### src/rtl/bcd_counter_seg7_mux.sv
// Multi-digit BCD up/down counter with ripple carry/borrow, driving a scanned
// 7-segment display with optional leading-zero blanking and segment polarity.
`timescale 1ns/1ps
module bcd_counter_seg7_mux #(
    parameter int NUM_DIGITS     = 4,
    parameter int SCAN_DIV       = 16,
    parameter int LZ_BLANK       = 1,
    parameter int SEG_ACTIVE_LOW = 0
) (
    input  logic                    clk,
    input  logic                    rst_n,
    input  logic                    inc,
    input  logic                    dec,
    input  logic                    clr,
    output logic [4*NUM_DIGITS-1:0] count_bcd,
    output logic                    ovf,
    output logic                    unf,
    output logic [NUM_DIGITS-1:0]   an,
    output logic [6:0]              seg
);

    localparam int IDX_W = (NUM_DIGITS > 1) ? $clog2(NUM_DIGITS) : 1;
    localparam int DIV_W = (SCAN_DIV > 1) ? $clog2(SCAN_DIV) : 1;
    localparam logic [6:0] SEG_OFF = (SEG_ACTIVE_LOW != 0) ? 7'h7F : 7'h00;

    logic [4*NUM_DIGITS-1:0] count_reg, count_next;
    logic                    ovf_reg, ovf_next;
    logic                    unf_reg, unf_next;
    logic [DIV_W-1:0]        presc_reg, presc_next;
    logic [IDX_W-1:0]        scan_idx_reg, scan_idx_next;
    logic [NUM_DIGITS-1:0]   an_reg, an_next;
    logic [6:0]              seg_reg, seg_next;

    logic [3:0]              digit [NUM_DIGITS];
    logic [4*NUM_DIGITS-1:0] count_inc, count_dec;
    logic                    all_nine, all_zero;
    logic [NUM_DIGITS-1:0]   blank;
    logic [6:0]              seg_raw;

    function automatic logic [6:0] seg_encode(input logic [3:0] d);
        logic [6:0] s;
        case (d)
            4'd0:    s = 7'b1111110;
            4'd1:    s = 7'b0110000;
            4'd2:    s = 7'b1101101;
            4'd3:    s = 7'b1111001;
            4'd4:    s = 7'b0110011;
            4'd5:    s = 7'b1011011;
            4'd6:    s = 7'b1011111;
            4'd7:    s = 7'b1110000;
            4'd8:    s = 7'b1111111;
            4'd9:    s = 7'b1111011;
            default: s = 7'b0000000;
        endcase
        return s;
    endfunction

    generate
        for (genvar gi = 0; gi < NUM_DIGITS; gi++) begin : g_digit
            assign digit[gi] = count_reg[4*gi +: 4];
        end
    endgenerate

    // Ripple chains: a digit steps only when every lower digit wrapped.
    always_comb begin
        logic c;
        logic b;
        logic z;
        count_inc = count_reg;
        count_dec = count_reg;
        blank     = '0;
        c = 1'b1;
        b = 1'b1;
        for (int k = 0; k < NUM_DIGITS; k++) begin
            if (c) count_inc[4*k +: 4] = (digit[k] == 4'd9) ? 4'd0 : digit[k] + 4'd1;
            if (b) count_dec[4*k +: 4] = (digit[k] == 4'd0) ? 4'd9 : digit[k] - 4'd1;
            c = c & (digit[k] == 4'd9);
            b = b & (digit[k] == 4'd0);
        end
        all_nine = c;
        all_zero = b;
        z = 1'b1;
        for (int k = NUM_DIGITS - 1; k >= 0; k--) begin
            z = z & (digit[k] == 4'd0);
            blank[k] = (LZ_BLANK != 0) && (k != 0) && z;
        end
    end

    always_comb begin
        count_next = count_reg;
        ovf_next   = 1'b0;
        unf_next   = 1'b0;
        if (clr) begin
            count_next = '0;
        end else if (inc && !dec) begin
            count_next = count_inc;
            ovf_next   = all_nine;
        end else if (dec && !inc) begin
            count_next = count_dec;
            unf_next   = all_zero;
        end
    end

    always_comb begin
        presc_next    = presc_reg + DIV_W'(1);
        scan_idx_next = scan_idx_reg;
        if (presc_reg == DIV_W'(SCAN_DIV - 1)) begin
            presc_next    = '0;
            scan_idx_next = (scan_idx_reg == IDX_W'(NUM_DIGITS - 1)) ? '0
                                                                     : scan_idx_reg + IDX_W'(1);
        end
        an_next  = NUM_DIGITS'(1) << scan_idx_reg;
        seg_raw  = blank[scan_idx_reg] ? 7'h00 : seg_encode(digit[scan_idx_reg]);
        seg_next = seg_raw ^ SEG_OFF;
    end

    always_ff @(posedge clk or negedge rst_n) begin
        if (!rst_n) begin
            count_reg    <= '0;
            ovf_reg      <= 1'b0;
            unf_reg      <= 1'b0;
            presc_reg    <= '0;
            scan_idx_reg <= '0;
            an_reg       <= '0;
            seg_reg      <= SEG_OFF;
        end else begin
            count_reg    <= count_next;
            ovf_reg      <= ovf_next;
            unf_reg      <= unf_next;
            presc_reg    <= presc_next;
            scan_idx_reg <= scan_idx_next;
            an_reg       <= an_next;
            seg_reg      <= seg_next;
        end
    end

    assign count_bcd = count_reg;
    assign ovf       = ovf_reg;
    assign unf       = unf_reg;
    assign an        = an_reg;
    assign seg       = seg_reg;

endmodule

### config.mk
export PLATFORM = sky130hd
export DESIGN_NAME = bcd_counter_seg7_mux
export DESIGN_NICKNAME = d
export VERILOG_FILES = /design/src/rtl/bcd_counter_seg7_mux.sv
export SDC_FILE = /design/constraint.sdc
export NUM_CORES = 1
export LEC_CHECK = 0
export ABC_CLOCK_PERIOD_IN_PS = 2150
export BUFFER_PORTS_ARGS = -buffer_cell sky130_fd_sc_hd__buf_2
export CORE_MARGIN = 4
export CORE_UTILIZATION = 35
export CTS_CLUSTER_SIZE = 24
export DETAILED_ROUTE_END_ITERATION = 10
export GPL_TIMING_DRIVEN = 0
export HOLD_SLACK_MARGIN = 0.15
export PLACE_DENSITY = 0.57
export SYNTH_ARGS = -nofsm -noshare
export SYNTH_HDL_FRONTEND = slang
export SYNTH_SLANG_ARGS = --single-unit
### constraint.sdc
create_clock -name clk -period 2.15 [get_ports clk]
set_clock_uncertainty 0.15 [all_clocks]
set_input_delay 0.43 -clock clk [delete_from_list [all_inputs] [get_ports clk]]
set_output_delay 0.43 -clock clk [all_outputs]
set_load 0.05 [all_outputs]
# After elaboration in Yosys (flattened, before gate mapping)
# Memory sizes are Yosys's and may differ from the RTL's.
# Cells that the tools add are included.
# classes
div	0
magnitude_cmp	2
n_addsub	10
n_shift	1
mul	0
muxes	30
bitwise_logic	9
n_reduce_logical	15
n_eq_ne	9
# op_table
operator	n
4-bit 2-to-1 mux	17
16-bit 2-to-1 mux	3
4-bit by 1-bit adder with 4-bit output (second input constant)	5
4-bit == test (second input constant)	5
4-bit logical NOT	4
4-bit by 1-bit subtractor with 4-bit output (second input constant)	4
3-bit nonzero test	4
3-bit != test (second input constant)	3
3-bit AND reduction	3
1-bit bitwise AND	8
4-bit binary-select mux with 2-bit select	1
7-bit 2-to-1 mux	1
1-bit 2-to-1 mux	6
1-bit by 2-bit left shift with 4-bit output (first input constant)	1
3-bit >= comparator (second input constant)	1
2-bit by 3-bit less-than comparator with 1-bit output (second input constant)	1
2-bit NOT with 3-bit output	1
2-bit by 1-bit adder with 2-bit output (second input constant)	1
1-bit binary-select mux with 2-bit select	1
2-bit == test (second input constant)	1
1-bit logical AND	2
1-bit logical NOT	2
2-bit 2-to-1 mux	1
# totals
romBits	112
elab_cells	87
latchBits	0
input_bits	5
ram_bits	0
mem_count	1
output_inout_bits	29
ff_bits	35
# memory_table
memory	depth	width	read_ports	rd_ports_with_merged_regs	wr	line_no	source
(no name shown)	16	7	1	0	0	42	case (d)

# Longest topological paths before layout
# logic_depth
ltp_word	7
ltp_mapped	8
ltp_nobuf	7

# Worst setup path after synthesis
# No wires, ideal clock.
# synth_path
kind	reg2reg
startpoint	register count_reg[0], in the netlist count_bcd[0]
endpoint	register count_reg[14], in the netlist count_bcd[14]
period_less_slack_ns	2.440
path_buffers	0
path_slack_ns	-0.290
setup_ns	0.147
required_ns	1.853
stages_incl_launch_ff	7
arrival_time_ns	2.144
path_cell_list	dfrtp_1 > ha_1 > nand3b_4 > or4_4 > a32o_2 > o21ai_1 > o31ai_2
# synth_between
elab_chain_len	5
elab_cells_between_ends	9
classes_between	eq/ne: 2; bitwise: 4; reduce/logical: 3
# synth_lines
item	line_no	source
from (decl)	26	logic [4*NUM_DIGITS-1:0] count_reg, count_next;
from (signal assigned)	127	count_reg <= count_next;
4-bit == test or 4-bit logical NOT (tied branches)	n/a	
1-bit bitwise AND (on tied branches) (2 in a row)	77, 78	
3-bit != test (no source line) or 3-bit nonzero test (tied branches)	n/a	
3-bit AND reduction (no source line) (*)	n/a	
# Every way passes the cells marked *; elsewhere a longest branch is shown, timed or not.
# A chain may end at the register's enable or synchronous reset.

# Worst setup path in the final report
# layout_path
startpoint	register count_reg[1], in the netlist count_bcd[1]
endpoint	register count_reg[13], in the netlist count_bcd[13]
# Same word-level chain as after synthesis.

==> flow_metrics.tcl <==
set metrics [dict create \
    status "finished clean" \
    drv_slew 0 \
    fin_hold_ws_ns 0.344 \
    synthArstFlopShare_pct 100 \
    ys_ff_latch 35 \
    dp_slack_ns -0.296 \
    vdd_drop_max_mv 0.544 \
    yosys.area.top_type "dfrtp_1" \
    grt_pass1_vias 2173 \
    period_needed_ns 2.12 \
    drtIter0Drc 127 \
    critPathLaunchType "flip-flop" \
    grt_max_degree 36 \
    ys_types 54 \
    drcViolationCount 0 \
    grt_pass1_wl_um 10600 \
    synth_ff_type "dfrtp_1" \
    drive_gt1_share_pct 36.1 \
    largest_reg_flops 16 \
    synth_top_area_share_pct 36.8 \
    reg2reg_depth 7 \
    ys_top_cells_by_area "dfrtp_1 37%, ha_1 12%, o21ai_0 4.6%" \
    area_delta_synth_final_pct 28.5 \
    cts_sinks 35 \
    syn_avg_cell_area_um2 9.33 \
    synth_common_cells "35 x dfrtp_1, 22 x ha_1, 22 x o21ai_0, 21 x a21oi_1" \
    dp_hpwl_um 4270 \
    wl_um 6190 \
    synthesis.area_um2 2380 \
    root_buffer "clkbuf_8" \
    max_freq_mhz 471 \
    grt-ovfl-total 0 \
    antenna_found_initial 0 \
    routedWlPerCell_um 15.9 \
    synthCells 255 \
    p_total_uw 4370 \
    io_pins 34 \
    placed_cells 364 \
    setup_ws_ns 0.0289 \
    required_ns 2.18 \
    hold_class "reg -> reg" \
    n_antenna_cell 0 \
    p_per_area_nw_per_um2 1430 \
    yosys_warnings 0 \
    rsz0062_at_grt "true" \
    start_util_pct 36.8 \
    htree_num_levels 2 \
    num_vias 2178 \
    antenna_left 0 \
    crit_type "reg -> reg" \
    final_cells 390 \
    syn_nets 282 \
    p_leak_uw 0.00145 \
    drv_cap 0 \
    clk_path_buf_depth 2 \
    grtUsageTotal_pct 15.8 \
    finalCritPeriodShare_pct 98.7 \
    cts_tree "yes" \
    coreArea_um2 6460 \
    viasPerCell 5.58 \
    synth_edf_count 0 \
    num-nets-final 339 \
    fin_util_pct 47.3 \
    die_h_um 90.5 \
    relSlewSlack_pct 47.1 \
    synthMostInstantiatedCell "dfrtp_1" \
    drt-pass1-iter-count 5 \
    gp_congestion 0.868 \
    port-buffer-count 32 \
    finalSetupViolations 0 \
    hold_depth 1 \
    ys_seq_area_share_pct 36.8 \
    crit_path_max_fanout 8 \
    clock_latency_ns 0.30 \
    arrival_ns 2.15 \
    cts_made_buffers 5 \
    dieArea_um2 8180 \
    worst_pin_slew_ns 0.794 \
    end_kind "flip-flop" \
    clkTransAtPathRegs_ns 0.07 \
    finalHoldViolCount 0 \
    path_cells "inv_4 -> ha_4 -> nand3b_4 -> or4_4 -> a32o_2 -> a221oi_2 -> a21oi_1" \
    crit_slowest_cell "or4_4" \
    die_x_um 90.5 \
    rows 29 \
    max_stage_delay_ns 0.51 \
]
logic make-up (layout without fill, tap and decap cells):
kind of cell,after synthesis,in the layout,share of synthesized area (%)
muxes,7,7,4.78
buffers and inverters,29,87,5.20
AOI/OAI and AO/OA,81,81,22.0
adders and majority gates,22,22,11.6
xor gates and xnor gates,1,1,0.368
DFF,35,35,36.8
and+or+nand+nor,80,80,19.2
per-stage QoR:
stage	instance area, um2	TNS, ns
3_5_place_dp	2690	-3.22
6_report	3060	0
4_1_cts	2930	0
3_3_place_gp	2690	-3.06
2_1_floorplan	2430	-0.0498
5_1_grt	3060	-0.0801
cell type report:
type | instances | area, um2
clock inverter | 2 | 60.1
timing repair buffer | 51 | 318
inverter | 18 | 70.1
multi-input combinational | 191 | 1490
buffer | 10 | 55.1
clock buffer | 6 | 72.6
tap | 77 | 96.3
sequential | 35 | 895
fill | 629 | 3400
timing repair:
| action | 4_1_cts | 5_1_grt |
|---|---|---|
| pin swaps | 3 | 2 |
| hold buffers | 1 | 0 |
| hold endpoints to repair | 35 | 0 |
| gates resized for setup | 9 | 18 |
| setup endpoints to repair | 18 | 18 |
| setup buffers | 8 | 10 |
report_power, final:
| group | internal [uW] | switching (uW) |
|---|---|---|
| clock | 464 | 255 |
| combinational | 938 | 1620 |
| sequential | 859 | 233 |
| total | 2260 | 2110 |
worst max-delay path: cells and delay by family (launching register included):
family                   cells  cell delay, ns
AO/OA/AOI/OAI                3            0.60
adder cells (fa/ha/maj)      1            0.14
buffers and inverters        1            0.08
flip-flops                   1            0.43
AND/OR/NAND/NOR              2            0.61
worst paths after layout:
| kind | startpoint | end | slack [ns] |
|---|---|---|---|
| worst max-delay path | count_bcd[1] | count_bcd[13] | 0.03 |
| worst min-delay path | presc_reg[0] | presc_reg[0] | 0.34 |
| worst max register to register | count_bcd[1] | count_bcd[13] | 0.03 |
| worst min register to register | presc_reg[0] | presc_reg[0] | 0.34 |
| max in group asynchronous | rst_n | count_bcd[0] | 0.66 |
| min in group asynchronous | rst_n | scan_idx_reg[1] | 0.61 |
placed cells by master, fill, tap and decap left out, drive strengths merged, types with 3 or more instances in the layout:
cell    Yosys  final
nand3b      5      5
nor2b       3      3
a21oi      21     21
a21o        3      3
nor4        3      3
nand2      13     13
mux4        3      3
buf         4     54
nor3        8      8
nor2       18     18
and3        4      4
ha         22     22
nand2b      3      3
nand3       8      8
o211ai      5      5
o31ai       3      3
a31oi       5      5
inv        18     18
a32oi       3      3
nor3b       4      4
o21ai      26     26
clkbuf      7     12
dfrtp      35     35
per-layer routing:
layer | global-route usage (%) | routed length (um) | share of wire (%) | up-vias
li1 | - | - | - | 1055
met1 | 20.7 | 2900 | 47 | 1057
met2 | 25.6 | 2870 | 46 | 52
met3 | 3.00 | 259 | 4.2 | 14
met4 | 6.38 | 148 | 2.4 | 0
met5 | 0 | 0 | 0 | -
Note: power is estimated with default switching activity, not from simulation.
